## src/rtl/rtc_pkg.sv

```systemverilog
// rtl/rtc_pkg.sv - shared states, phase stage codes and bus defaults for the RTC timer write path
package rtc_pkg;

    // Transfer sequencer states: each transfer is an address phase, a data
    // phase and a one-cycle bus release.
    typedef enum logic [3:0] {
        IDLE,
        A_SETUP,
        A_STROBE,
        A_HOLD,
        D_SETUP,
        D_STROBE,
        D_HOLD,
        GAP,
        DONE
    } wr_state_e;

    // Stage codes handed to the dwell sequencer when a stage is entered.
    localparam logic [1:0] PH_SETUP  = 2'd0;
    localparam logic [1:0] PH_STROBE = 2'd1;
    localparam logic [1:0] PH_HOLD   = 2'd2;

    localparam logic [7:0] DEF_ADDR_BASE = 8'h41;
    localparam logic [7:0] DEF_ADDR_CMD  = 8'hF2;
    localparam logic [7:0] DEF_CMD_START = 8'h08;

    // Pad levels while the bus is released.
    localparam logic BUS_IDLE_CS_N = 1'b1;
    localparam logic BUS_IDLE_OE   = 1'b0;

    // Transfers 0..2 are seconds/minutes/hours, 3 is the start command.
    localparam logic [1:0] LAST_INDEX = 2'd3;

endpackage

```

## src/rtl/rtc_bus_phase.sv

```systemverilog
// rtl/rtc_bus_phase.sv - setup/strobe/hold dwell sequencer shared by address and data phases
//
// Ports:
//   clk, reset : clock and synchronous active-high reset
//   go         : a new stage starts on the next cycle (load the dwell counter)
//   stage      : which stage go starts (PH_SETUP / PH_STROBE / PH_HOLD)
//   strobe_n   : registered write strobe, low for the whole strobe stage
//   last       : current cycle is the final cycle of the running stage
module rtc_bus_phase
    import rtc_pkg::*;
#(
    parameter int T_SETUP  = 2,
    parameter int T_STROBE = 4,
    parameter int T_HOLD   = 2
) (
    input  logic       clk,
    input  logic       reset,
    input  logic       go,
    input  logic [1:0] stage,
    output logic       strobe_n,
    output logic       last
);

    localparam int MAX_AB    = (T_SETUP > T_STROBE) ? T_SETUP : T_STROBE;
    localparam int MAX_DWELL = (MAX_AB > T_HOLD) ? MAX_AB : T_HOLD;
    localparam int CW        = ($clog2(MAX_DWELL) < 3) ? 3 : $clog2(MAX_DWELL);

    logic [CW-1:0] cnt;
    logic [CW-1:0] load_val;

    // The counter holds "cycles remaining after this one", so a 1-cycle
    // stage loads zero and is last immediately.
    always_comb begin
        case (stage)
            PH_STROBE: load_val = CW'(T_STROBE - 1);
            PH_HOLD:   load_val = CW'(T_HOLD - 1);
            default:   load_val = CW'(T_SETUP - 1);
        endcase
    end

    always_ff @(posedge clk) begin
        if (reset) begin
            cnt      <= '0;
            strobe_n <= 1'b1;
        end else if (go) begin
            cnt      <= load_val;
            strobe_n <= (stage != PH_STROBE);
        end else if (cnt != '0) begin
            cnt <= cnt - 1'b1;
        end
    end

    assign last = (cnt == '0);

endmodule

```

## src/rtl/rtc_timer_writer.sv

```systemverilog
// rtl/rtc_timer_writer.sv - writes BCD h/m/s and the start command over the RTC multiplexed bus
//
// Ports:
//   clk, reset            : clock and synchronous active-high reset
//   start                 : write request, only honoured in IDLE
//   in_hora/in_min/in_seg : BCD time value, latched when the request is accepted
//   busy, done            : transaction in progress / one-cycle completion pulse
//   rtc_cs_n, rtc_wr_n    : active-low chip select and write strobe
//   rtc_rd_n              : read strobe, held inactive
//   rtc_ad                : 0 = address phase, 1 = data phase
//   rtc_bus_out, rtc_bus_oe : pad data and output enable
module rtc_timer_writer
    import rtc_pkg::*;
#(
    parameter int         T_SETUP   = 2,
    parameter int         T_STROBE  = 4,
    parameter int         T_HOLD    = 2,
    parameter logic [7:0] ADDR_BASE = DEF_ADDR_BASE,
    parameter logic [7:0] ADDR_CMD  = DEF_ADDR_CMD,
    parameter logic [7:0] CMD_START = DEF_CMD_START
) (
    input  logic       clk,
    input  logic       reset,
    input  logic       start,
    input  logic [7:0] in_hora,
    input  logic [7:0] in_min,
    input  logic [7:0] in_seg,
    output logic       busy,
    output logic       done,
    output logic       rtc_cs_n,
    output logic       rtc_wr_n,
    output logic       rtc_rd_n,
    output logic       rtc_ad,
    output logic [7:0] rtc_bus_out,
    output logic       rtc_bus_oe
);

    wr_state_e  state, state_next;
    logic [1:0] idx, idx_next;
    logic [7:0] seg_q, min_q, hora_q;
    logic       go;
    logic [1:0] go_stage;
    logic       ph_last;
    logic       a_next, d_next;
    logic [7:0] addr_next, data_next;

    rtc_bus_phase #(
        .T_SETUP  (T_SETUP),
        .T_STROBE (T_STROBE),
        .T_HOLD   (T_HOLD)
    ) u_phase (
        .clk      (clk),
        .reset    (reset),
        .go       (go),
        .stage    (go_stage),
        .strobe_n (rtc_wr_n),
        .last     (ph_last)
    );

    always_ff @(posedge clk) begin
        if (reset) begin
            state <= IDLE;
            idx   <= 2'd0;
        end else begin
            state <= state_next;
            idx   <= idx_next;
        end
    end

    // Every stage entry pulses go so the dwell sequencer reloads in step
    // with the state register.
    always_comb begin
        state_next = state;
        idx_next   = idx;
        go         = 1'b0;
        go_stage   = PH_SETUP;
        case (state)
            IDLE: if (start) begin
                state_next = A_SETUP;
                idx_next   = 2'd0;
                go         = 1'b1;
            end
            A_SETUP:  if (ph_last) begin state_next = A_STROBE; go = 1'b1; go_stage = PH_STROBE; end
            A_STROBE: if (ph_last) begin state_next = A_HOLD;   go = 1'b1; go_stage = PH_HOLD;   end
            A_HOLD:   if (ph_last) begin state_next = D_SETUP;  go = 1'b1; go_stage = PH_SETUP;  end
            D_SETUP:  if (ph_last) begin state_next = D_STROBE; go = 1'b1; go_stage = PH_STROBE; end
            D_STROBE: if (ph_last) begin state_next = D_HOLD;   go = 1'b1; go_stage = PH_HOLD;   end
            D_HOLD:   if (ph_last) state_next = GAP;
            GAP: begin
                if (idx == LAST_INDEX) begin
                    state_next = DONE;
                end else begin
                    state_next = A_SETUP;
                    idx_next   = idx + 2'd1;
                    go         = 1'b1;
                end
            end
            DONE:    state_next = IDLE;
            default: state_next = IDLE;
        endcase
    end

    always_comb begin
        a_next = (state_next == A_SETUP) || (state_next == A_STROBE) || (state_next == A_HOLD);
        d_next = (state_next == D_SETUP) || (state_next == D_STROBE) || (state_next == D_HOLD);
        case (idx_next)
            2'd0:    begin addr_next = ADDR_BASE;        data_next = seg_q;     end
            2'd1:    begin addr_next = ADDR_BASE + 8'd1; data_next = min_q;     end
            2'd2:    begin addr_next = ADDR_BASE + 8'd2; data_next = hora_q;    end
            default: begin addr_next = ADDR_CMD;         data_next = CMD_START; end
        endcase
    end

    // Pins are registered from the next-state decode so they change exactly
    // on the cycle the sequencer enters a state.
    always_ff @(posedge clk) begin
        if (reset) begin
            busy        <= 1'b0;
            done        <= 1'b0;
            rtc_cs_n    <= BUS_IDLE_CS_N;
            rtc_bus_oe  <= BUS_IDLE_OE;
            rtc_ad      <= 1'b1;
            rtc_bus_out <= 8'h00;
            seg_q       <= 8'h00;
            min_q       <= 8'h00;
            hora_q      <= 8'h00;
        end else begin
            if (state == IDLE && start) begin
                seg_q  <= in_seg;
                min_q  <= in_min;
                hora_q <= in_hora;
            end
            busy        <= (state_next != IDLE) && (state_next != DONE);
            done        <= (state_next == DONE);
            rtc_cs_n    <= (a_next || d_next) ? 1'b0 : BUS_IDLE_CS_N;
            rtc_bus_oe  <= (a_next || d_next) ? 1'b1 : BUS_IDLE_OE;
            rtc_ad      <= !a_next;
            rtc_bus_out <= a_next ? addr_next : (d_next ? data_next : 8'h00);
        end
    end

    assign rtc_rd_n = 1'b1;

endmodule

```

## config.mk

```make
export PLATFORM = sky130hd
export DESIGN_NAME = rtc_timer_writer
export DESIGN_NICKNAME = d
export VERILOG_FILES = /design/src/rtl/rtc_pkg.sv /design/src/rtl/rtc_bus_phase.sv /design/src/rtl/rtc_timer_writer.sv
export SDC_FILE = /design/constraint.sdc
export NUM_CORES = 1
export LEC_CHECK = 0
export ABC_AREA = 1
export CORE_MARGIN = 2
export CORE_UTILIZATION = 51
export CTS_CLUSTER_DIAMETER = 50
export DETAILED_ROUTE_END_ITERATION = 10
export GPL_ROUTABILITY_DRIVEN = 0
export PLACE_DENSITY = 0.79
export RECOVER_POWER = 100
export SLEW_MARGIN = 30
export SYNTH_ARGS = -nofsm -noshare
export SYNTH_HDL_FRONTEND = slang
export SYNTH_SLANG_ARGS = --single-unit
```

## constraint.sdc

```tcl
create_clock -name clk -period 1.65 [get_ports clk]
set_input_delay 0.165 -clock clk [delete_from_list [all_inputs] [get_ports clk]]
set_output_delay 0.165 -clock clk [all_outputs]
set_load 0.01 [all_outputs]
```

==> impl.org <==
** STA
- Count of endpoints failing hold in the final timing report :: 0
- After routing, the total negative slack on setup checks comes to 0 ns.
- Unrepaired setup endpoints after global routing :: yes
- Minimum period implied by the final worst setup slack :: 1.57 ns
- Final number of max-transition violations :: 0
- Setup violations remaining at the end of the flow were counted as 0.
- Across all setup checks in the final design, the least slack found is 0.0826 ns.
- Between clock sinks in the finished design, the worst skew comes to 0.00686 ns.
- Based on the critical path, the design can be clocked at up to 638 MHz.
- Final cycle utilization of the critical path :: 0.950

** Hold path
- Hold EP :: seg_q[5]$_SDFFE_PP0P_
- Worst Min Path Start :: seg_q[5]$_SDFFE_PP0P_
- Hold Crit Class :: flop to flop
- Along the worst hold path, the cell count comes to 2.

** Route
- For this run, design rule violations remaining after detail routing come to 0.
- The final layout contains routed wiring with a total length of 4490 um.
- The detailed router placed 1,911 vias in this run.
- In this run the remaining antenna-violating nets after routing total 0.
- Wire per inst :: 11.6 um
- Number of iterations in the first detailed-routing pass :: 4
- After the first detailed-routing iteration, the DRC count stood at 89.
- After detailed routing, the number of vias per cell comes to 4.93.

** Critical path
- Crit end category :: flop
- The endpoint identified for the worst register-to-register timing path is rtc_bus_out[7]$_SDFF_PP0_.
- At the worst endpoint, the required time is 1.84 ns.
- The worst register-to-register path has a depth of 11.
- Of all nets on the critical path, the largest fanout is 5.
- Type of the setup path with the least slack :: flop to flop
- The startpoint identified for the worst register-to-register timing path is u_phase.cnt[1]$_SDFFE_PP0P_.
- For flop-to-flop paths, the worst setup slack is 0.08 ns.
- Data arrives at the worst endpoint at 1.76 ns.
- Critical Path Start Type :: flop

** Pwr
- Static Leak :: 1.18 nW
- Pwr per Cell Area :: 1400 nW/um^2
- Summing internal, switching and leakage power gives 0.00388 W.
- Across the VDD grid, the largest voltage drop is 0.704 mV.

** Run
- Number of violations of the max-capacitance limit :: 0

** Logic synthesis
- Synthesis produced a netlist whose cell count is 290.
- Of the total synthesized cell area, the portion taken by XOR and XNOR cells is 0.00824.
- Synthesized netlist net count :: 319
- The number of different library cells used by synthesis comes to 26.
- In this run the mean area of a mapped cell was 7.33 sq um.
- Compound-cell area share of the yosys netlist :: 0.147
- Fraction of the mapped netlist area in simple logic gates :: 0.273
- Synth Register Bits :: 47
- Adder-cell share of the synthesized area :: 0.0118
- After synthesis the cells add up to 2120 sq um.
- Proportion of synthesized chip area in sequential cells :: 0.443
- Count of synthesis-stage warnings from yosys :: 0
- Main combinational cell family by area after synthesis :: simple AND/OR/NAND/NOR gates
- Measured against the total synthesized area, the mux share comes to 0.

** Global route
- Vias in the first global route :: 1,688
- Largest net degree at the start of global routing :: 49
- The number of antenna violations at the first check in global routing was 0.
- For this run, the total global-route usage over all layers was measured as 0.209.
- The first global-routing pass estimated 7310 um of wire.
- For this run the aggregate overflow at the end of global routing stands at 0.

** Run status
- The run finished with clean final reports.

** Clocking
- Clock Sink Count :: 47
- Root buf cell :: clkbuf_8
- Counting along the longest clock path gives a buffer depth of 2.
- Clock-pin slew was measured on the worst setup and hold paths at 0.08 ns.
- H-tree Lvls :: 2
- Clock tree from TritonCTS :: yes
- TritonCTS created 5 clock buffers.
- Clock latency on the worst-skew pair, taken at its later pin, is 0.29 ns.

** Die
- Width of the chip :: 68.5 um
- The initialized floorplan defines 23 standard-cell rows.
- Initial Utilization :: 0.531
- Vertical extent of the die :: 68.5 um
- The region available for standard cell placement spans 4000 sq um.
- DIE AREA :: 4700 sq um
- During I/O placement, the number of pins put on the boundary was 42.

** Layout
- Synthesis-to-finish area growth :: 31.0%
- In the layout the commonest cells are 43 x dfxtp_1, 42 x inv_1, 40 x clkdlybuf4s50_1.
- Most frequent standard cell in the layout excluding fill and tap cells :: dfxtp_1
- Fin nets :: 367
- Excluding fillers, the count of instances in the completed layout stands at 388.
- The repair_antennas step left the layout with diodes totalling 0.
- In the final layout, the share of cells above drive strength 1 is 0.172.

** Place
- Number of I/O port buffers :: 40
- Prior to clock tree synthesis, the placed netlist has a worst setup slack of 0.00711 ns.
- Summed over all nets, the half-perimeter wirelength after detailed placement is 3210 um.
- After detailed placement, the design holds a cell count of 378.
## sequential cells by signal, indices dropped and copies added, names as in the netlist
signal,count
hora_q,8
min_q,8
rtc_bus_out,8
seg_q,8
state,4
u_phase.cnt,3
idx,2
busy,1
done,1
rtc_ad,1
rtc_bus_oe,1
rtc_cs_n,1
u_phase.strobe_n,1
## repair_timing
| action | in CTS | in global routing |
|---|---|---|
| gates resized for setup | 0 | 20 |
| hold buffers | 0 | 0 |
| buffers inserted | 0 | 2 |
| endpoints found under the setup margin | 0 | 12 |
| hold endpoints to repair | 0 | 0 |
## layout make-up
class / count / area (sq um)
flip-flops and latches: 47 / 946
fillers: 343 / 1220
inverters: 47 / 181
clock buffers: 6 / 72.6
well taps: 50 / 62.6
clock inverters: 1 / 30.0
multi-input cells: 185 / 988
repair buffers: 52 / 503
## worst max-delay path by stage
stage                                      from                        end  slack [ns]  depth (start not counted)
global route        u_phase.cnt[1]$_SDFFE_PP0P_  rtc_bus_out[2]$_SDFF_PP0_       -0.05                         11
CTS                 u_phase.cnt[1]$_SDFFE_PP0P_  rtc_bus_out[7]$_SDFF_PP0_        0.02                         12
finish              u_phase.cnt[1]$_SDFFE_PP0P_  rtc_bus_out[7]$_SDFF_PP0_        0.08                         11
floorplan           u_phase.cnt[0]$_SDFFE_PP0P_        rtc_cs_n$_SDFF_PP1_        0.18                         13
global placement                          start  rtc_bus_out[7]$_SDFF_PP0_        0.01                          9
detailed placement                        start  rtc_bus_out[7]$_SDFF_PP0_       0.007                          9
## per-layer routing
layer | wire length [um] | global-route usage | vias to the layer above | part of all wire
met5 | 0 | 0 | - | 0
met4 | 68 | 0.0675 | 0 | 0.015
met1 | 2030 | 0.254 | 843 | 0.45
li1 | - | - | 1016 | -
met2 | 2180 | 0.358 | 45 | 0.49
met3 | 209 | 0.0552 | 7 | 0.047
## worst max-delay path, stage by stage, from the launching register on
cell	delay, ns
dfxtp_1	0.31
inv_1	0.07
ha_1	0.15
nand2_2	0.09
nor3_1	0.31
nor2_4	0.08
inv_1	0.08
nand2_2	0.07
nand2_2	0.08
inv_2	0.06
nand2_1	0.09
a21oi_2	0.06
## cell families after synthesis
| group | after synthesis |
|---|---|
| AOI/OAI and AO/OA | 62 |
| xor gates and xnor gates | 2 |
| adders and majority gates | 2 |
| buffers and inverters | 59 |
| DFF | 47 |
| other | 1 |
| and+or+nand+nor | 117 |
## synth_stat cells, drive strengths merged
cell,number,area share
nand2,52,0.11
dfxtp,47,0.44
inv,46,0.081
nand3,32,0.086
o21ai,31,0.073
a21oi,30,0.071
nor2,25,0.058
clkbuf,8,0.014
buf,4,0.016
nand4,4,0.012
nor3,4,0.0094
ha,2,0.012
xor2,2,0.0082
clkinv,1,0.0041
conb,1,0.0018
o22ai,1,0.0029
## power breakdown
group	internal, W	switching, W	total, W
Clock	0.000444	0.000345	0.000788
Combinational	0.000670	0.000840	0.00151
Sequential	0.00143	0.000153	0.00159
Total	0.00255	0.00134	0.00388
## metrics by stage
step,utilization,area [sq um],hold WS (ns)
5_1_grt,0.696,2780,0.474
6_report,0.696,2780,0.449
2_1_floorplan,-,2120,0.244
3_5_place_dp,0.652,2610,0.437
4_1_cts,0.678,2710,0.449
3_3_place_gp,0.652,2610,0.434
Note: power is estimated with default switching activity, not from simulation.
